$ cat config.mk
export PLATFORM = sky130hd
export DESIGN_NAME = debounce_sync
export DESIGN_NICKNAME = d
export VERILOG_FILES = /design/src/rtl/debounce_sync.sv
export SDC_FILE = /design/constraint.sdc
export NUM_CORES = 1
export LEC_CHECK = 0
export ABC_CLOCK_PERIOD_IN_PS = 1700
export CAP_MARGIN = 20
export CORE_AREA = 2 2 39 41
export CTS_CLUSTER_DIAMETER = 60
export DETAILED_ROUTE_END_ITERATION = 6
export DIE_AREA = 0 0 41 43
export SYNTH_ARGS = -nofsm -noshare
export SYNTH_HDL_FRONTEND = slang
export SYNTH_SLANG_ARGS = --single-unit
$ cat constraint.sdc
create_clock -name clk -period 1.7 [get_ports clk]
set_input_delay 0.425 -clock clk [delete_from_list [all_inputs] [get_ports clk]]
set_output_delay 0.425 -clock clk [all_outputs]
set_load 0.01 [all_outputs]
$ cat src/rtl/debounce_sync.sv
// Two/three/four-flop synchronizer followed by a run-length debounce FSM with registered level and edge pulses.
// Optional DEBOUNCE_EDGE_CNT_EN adds an 8-bit wrapping count of accepted rising edges on edge_cnt.
module debounce_sync #(
  parameter int unsigned SYNC_STAGES     = 2,
  parameter int unsigned DEBOUNCE_CYCLES = 4
) (
  input  logic       clk,
  input  logic       rst,
  input  logic       in1,
  output logic       out,
  output logic       rise,
  output logic       fall,
  output logic       busy
`ifdef DEBOUNCE_EDGE_CNT_EN
  ,
  output logic [7:0] edge_cnt
`endif
);

  localparam int unsigned CNT_W = $clog2(DEBOUNCE_CYCLES + 1);
  localparam logic [CNT_W-1:0] CNT_LAST = CNT_W'(DEBOUNCE_CYCLES - 1);
  localparam logic [CNT_W-1:0] CNT_ONE  = CNT_W'(1);

  typedef enum logic [1:0] {
    STABLE_LO = 2'd0,
    WAIT_HI   = 2'd1,
    STABLE_HI = 2'd2,
    WAIT_LO   = 2'd3
  } state_e;

  logic [SYNC_STAGES-1:0] sync_q, sync_d;
  state_e                 state_q, state_d;
  logic [CNT_W-1:0]       cnt_q, cnt_d;
  logic                   out_q, out_d;
  logic                   rise_q, rise_d;
  logic                   fall_q, fall_d;
  logic                   busy_q, busy_d;
  logic                   s;

  // in1 only ever enters through the first synchronizer flop
  assign sync_d = {sync_q[SYNC_STAGES-2:0], in1};
  assign s      = sync_q[SYNC_STAGES-1];

  always_comb begin
    state_d = state_q;
    cnt_d   = cnt_q;
    out_d   = out_q;
    rise_d  = 1'b0;
    fall_d  = 1'b0;
    unique case (state_q)
      STABLE_LO: begin
        if (s) begin
          state_d = WAIT_HI;
          cnt_d   = CNT_ONE;
        end
      end
      WAIT_HI: begin
        if (!s) begin
          state_d = STABLE_LO;
          cnt_d   = '0;
        end else if (cnt_q == CNT_LAST) begin
          state_d = STABLE_HI;
          out_d   = 1'b1;
          rise_d  = 1'b1;
          cnt_d   = '0;
        end else begin
          cnt_d = cnt_q + CNT_ONE;
        end
      end
      STABLE_HI: begin
        if (!s) begin
          state_d = WAIT_LO;
          cnt_d   = CNT_ONE;
        end
      end
      WAIT_LO: begin
        if (s) begin
          state_d = STABLE_HI;
          cnt_d   = '0;
        end else if (cnt_q == CNT_LAST) begin
          state_d = STABLE_LO;
          out_d   = 1'b0;
          fall_d  = 1'b1;
          cnt_d   = '0;
        end else begin
          cnt_d = cnt_q + CNT_ONE;
        end
      end
      default: begin
        state_d = STABLE_LO;
        cnt_d   = '0;
      end
    endcase
    // busy is registered from the next state so it equals a decode of the state register
    busy_d = (state_d == WAIT_HI) || (state_d == WAIT_LO);
  end

  always_ff @(posedge clk or posedge rst) begin
    if (rst) begin
      sync_q  <= '0;
      state_q <= STABLE_LO;
      cnt_q   <= '0;
      out_q   <= 1'b0;
      rise_q  <= 1'b0;
      fall_q  <= 1'b0;
      busy_q  <= 1'b0;
    end else begin
      sync_q  <= sync_d;
      state_q <= state_d;
      cnt_q   <= cnt_d;
      out_q   <= out_d;
      rise_q  <= rise_d;
      fall_q  <= fall_d;
      busy_q  <= busy_d;
    end
  end

  assign out  = out_q;
  assign rise = rise_q;
  assign fall = fall_q;
  assign busy = busy_q;

`ifdef DEBOUNCE_EDGE_CNT_EN
  logic [7:0] edge_cnt_q, edge_cnt_d;

  // counts accepted rising edges, wraps naturally at 8 bits
  assign edge_cnt_d = rise_d ? edge_cnt_q + 8'd1 : edge_cnt_q;

  always_ff @(posedge clk or posedge rst) begin
    if (rst) begin
      edge_cnt_q <= 8'd0;
    end else begin
      edge_cnt_q <= edge_cnt_d;
    end
  end

  assign edge_cnt = edge_cnt_q;
`endif

endmodule

* After elaboration in Yosys (flattened, before gate mapping)
Index checks and enable logic that the tools add are counted.
** Cells by class
- Add/sub/neg operators :: 1
- Muxes and demuxes :: 23
- Equal/unequal tests :: 12
- Reductions and logical operators :: 5
** Operator list (number)
- $mux W3 :: 5
- $mux W2 :: 6
- $ne A2 B2 Y1 const B :: 6
- $pmux W3 S4 :: 1
- $mux W1 :: 9
- $pmux W2 S4 :: 1
- $eq A2 B2 Y1 const B :: 3
- $reduce_and A5 Y1 :: 1
- $eq A2 B1 Y1 const B :: 2
- $add A3 B1 Y3 const B :: 1
- $eq A3 B2 Y1 const B :: 1
- $logic_not A2 Y1 :: 1
- $pmux W1 S2 :: 1
- $reduce_and A2 Y1 :: 1
- $reduce_bool A2 Y1 :: 1
- $logic_or A1 B1 Y1 :: 1
** Word-level totals
- Output and inout bits :: 4
- Word-level logic and storage cells :: 48
- Bits in registers :: 11
- Input bits :: 3

* Depth between registers and ports, before layout
Gate-level depths: netlist of run 1.
- Word-level depth :: 6
- Gate-level depth with buffers :: 4

* Worst setup path before layout of run 1
Ideal clock, no wire load.
- Kind :: register -> register
- From :: reg cnt_q[0]
- To :: reg state_q[1]
- Stages on the path, launching flop included :: 4
- Clock period less this slack :: 1.174 ns
- Setup slack :: 0.526 ns
- Arrival time :: 1.049 ns
- Path buffers :: 0
- Data required time :: 1.575 ns
- Cell sequence :: dfrtp_1 ha_1 nand3b_1 mux2_2
** Between the ends
- Longest elaborated chain between the ends :: 4
- Elaborated cells between the ends (all ways) :: 6
** Ends and longest elaborated chain
- start: declaration :: RTL line 33 : logic [CNT_W-1:0] cnt_q, cnt_d;
- start signal: assignment :: RTL line 110 : cnt_q <= cnt_d;
- $eq A3 B2 Y1 * :: RTL line 61, 80
- $mux W2, on equally long branches :: RTL line 80, 61
- $mux W2, on equally long branches :: RTL line 77, 58
- $pmux W2 S4 * :: RTL line 50 : unique case (state_q)
- net state_d[1] :: RTL line 32 : state_e state_q, state_d;
- end signal: assignment :: RTL line 109 : state_q <= state_d;
- end: declaration :: RTL line 32
Mark *: on every way through the listed nets, which the timed path passes. The rest lies on a longest branch.
A chain may end at the register's enable or synchronous reset.

==> results of run 1 <==
-- path summary, 6_finish.rpt --
check,from,to,slack (ns),cells past startpoint
max in group asynchronous,rst,state_q[0]$_DFF_PP0_,1.00,2
hold reg to reg,sync_q[0]$_DFF_PP0_,sync_q[1]$_DFF_PP0_,0.35,0
hold / removal,sync_q[0]$_DFF_PP0_,sync_q[1]$_DFF_PP0_,0.35,0
setup reg to reg,cnt_q[0]$_DFFE_PP0P_,state_q[1]$_DFF_PP0_,0.44,3
min in group asynchronous,rst,out$_DFFE_PP0P_,0.43,2
setup / recovery,state_q[0]$_DFF_PP0_,busy,0.07,1
-- cell type report --
class / count / area (um^2) / area share, %
Clock buffer: 4 / 36.28 / 7.214
Inverter: 2 / 7.507 / 1.493
Multi-Input combinational cell: 18 / 127.6 / 25.37
Sequential cell: 10 / 251.5 / 50.00
Tap cell: 16 / 20.02 / 3.980
Timing Repair Buffer: 6 / 60.06 / 11.94
-- per-stage QoR --
step                      hold WS [ns]  area (um^2)  std cells  worst slack (ns)  util (%)
after floorplan                 0.2652        385.4         30            0.5258         -
after global placement          0.3397        465.4         52            0.3210     33.63
after detailed placement        0.3378        465.4         52            0.3052     33.63
after CTS                       0.3526        501.7         56           0.01958     36.26
after global routing            0.3699        503.0         56           0.01828     36.35
final                           0.3511        503.0         56           0.06685     36.35
-- power by group --
group	switching (mW)	leakage (nW)	internal [mW]
clock network	0.0805	0.0210	0.130
registers	0.0534	0.121	0.291
logic	0.0812	0.0837	0.0994
-- placed cells by master, fill, tap and decap left out, drive strengths merged --
cell type / n
nor3: 1
nand3b: 2
clkbuf: 4
nor3b: 1
and2: 1
a21oi: 1
o21a: 1
xor2: 1
mux2: 1
clkdlybuf4s50: 6
and3b: 1
nor2: 2
ha: 1
o21ai: 2
nand2: 1
dfrtp: 10
nand3: 1
inv: 2
nand2b: 1
-- state kept, by name (all words and copies together), names as in the netlist --
signal	count
state_q	2
cnt_q	3
rise	1
fall	1
out	1
sync_q	2
-- timing repair --
action,in CTS,in global routing
gates resized for setup,0,1
setup buffers,0,0
endpoints found under the setup margin,0,1
-- per-layer routing --
metal	track usage (%)	vias to the layer above	wire [um]	part of all wire (%)
met1	11.64	119	269	49
met2	10.00	9	237	43
met3	3.141	0	37	6.8
li1	-	123	-	-
met4	4.000	0	0	0
met5	0	-	0	0
-- logic make-up after synthesis --
logic type	synth area share (%)
compound gates	5.844
xor+xnor	4.222
fa+ha+maj	3.246
buf+inv	1.949
flops	64.94
mux	2.922
simple gates	16.88
==> run metrics, run 1 <==
global-route wire length before repair=903 um; detailed-route wire length=around 550 um; DRC violation count after routing=0; Avg Vias per Cell=4.482; shortest clock period the worst path allows after layout=approximately 1.6 ns; clock tree root buffer cell=clkbuf_4; Clk Latency, worst-skew pair=0.26 ns; clock net sink count=10; post-route clock skew=between 0.001 and 0.0015 ns; clock-pin slew reported for the worst setup and hold paths after clock tree synthesis=0.07 ns; sum of negative setup slack=0 ns; number of warnings issued by yosys=0; top cell type by total area after synthesis=dfrtp_1; WL/cell=just under 10 um; total CTS buffers=3; most frequently used flop master after synthesis=dfrtp_1; worst path bufs/invs=1; Max Clk Rate=around 600 MHz; layout overhead on the synthesized area=30.52%; num rows=14; final number of setup-violating endpoints=0; H-Tree Depth=1; delay contributed by the slowest stage of the critical path=0.54 ns; worst slew margin relative to its limit=between 70% and 80%; Post-Syn Nets=34; maximum fanout encountered on the critical timing path=7; placed wire-length estimate after detailed placement=401.7 um; count of final max-slew check failures=0; area enclosed by the die boundary=roughly 1800 um^2; cell count after synthesis=30; height of the chip=between 40 and 50 um; post-synth top area share=between 60 and 70%; Total Nets Final=45; worst setup path class=register to output pin; Max rail drop VDD=roughly 0.58 mV; Final Cycle Share=96.07%; Port Buf Inserts=6; layout cells sized above 1=~18%; setup repair after global routing missed its margin=false; Hold Path Class=register to register; static power due to leakage=roughly 0.23 nW; Slowest-stage cell, CP=clkdlybuf4s50_1; endpoint type of the worst setup path=output pin; count of distinct cell types in the synthesized netlist=17; fill cell total of the finished layout=133; Post-DRT Antenna Nets=0; number of DRC markers in iteration 0=6; top-level I/O count=7; average cell area after synthesis=12.85 um^2; synthesized cell area=385.4 um^2; required arrival time at the worst endpoint=between 1 and 1.5 ns; length of the first detailed-routing pass in iterations=3; Antenna diodes=0; overflow left after global routing=0; Final Hold Fails=0; total via count in the routed design=between 200 and 300; Floorplan Core Area=about 1400 um^2; total of max-cap violations=0; proportion of synthesized chip area in sequential cells=around 65%; Final GP Congestion=~0.70; total design power=around 740 uW; ranking of synthesized cells by area=dfrtp_1, xor2_2, nand3b_1, ha_1, mux2_2; top cell types by occurrence after synthesis=dfrtp_1, inv_1, nand3b_1, nor2_1, o21ai_0; async set or reset register ratio after synthesis=between 90% and 100%; clock tree from TritonCTS=done; initial core utilization=~28%; ordered cell list for the critical path=clkdlybuf4s50_1; number of flops mapped to enable cells by yosys=0; maximum number of pins on one net before global-route repair=11; floorplan die width=41 um; number of hold-repair buffers added at the cts stage=0; worst-margin pin slew=between 0.3 and 0.4 ns; outcome=complete, no violations; number of global-route vias before repair=roughly 230; initial antenna violation count=0; data arrival time of the critical path=approximately 1.2 ns; Crit path max-delay family=buffers and inverters; overall track demand over capacity in global routing=7.984%; maximum clock insertion buffer count=2; leading cell type by number of instances after synthesis=dfrtp_1; power per cell area=~1500 nW/um^2; Seq cells post-synth=10; startpoint types=register
Power figures use the tool's default switching activity.
==> run 2: changes to the inputs <==
--- a/config.mk
+++ b/config.mk
@@ -11,6 +11,7 @@
 export CTS_CLUSTER_DIAMETER = 60
 export DETAILED_ROUTE_END_ITERATION = 6
 export DIE_AREA = 0 0 41 43
+export SLEW_MARGIN = 15
 export SYNTH_ARGS = -nofsm -noshare
 export SYNTH_HDL_FRONTEND = slang
 export SYNTH_SLANG_ARGS = --single-unit
==> results of run 2 <==
Same layout as run 1: the final DEF is identical, and so are final timing and power.
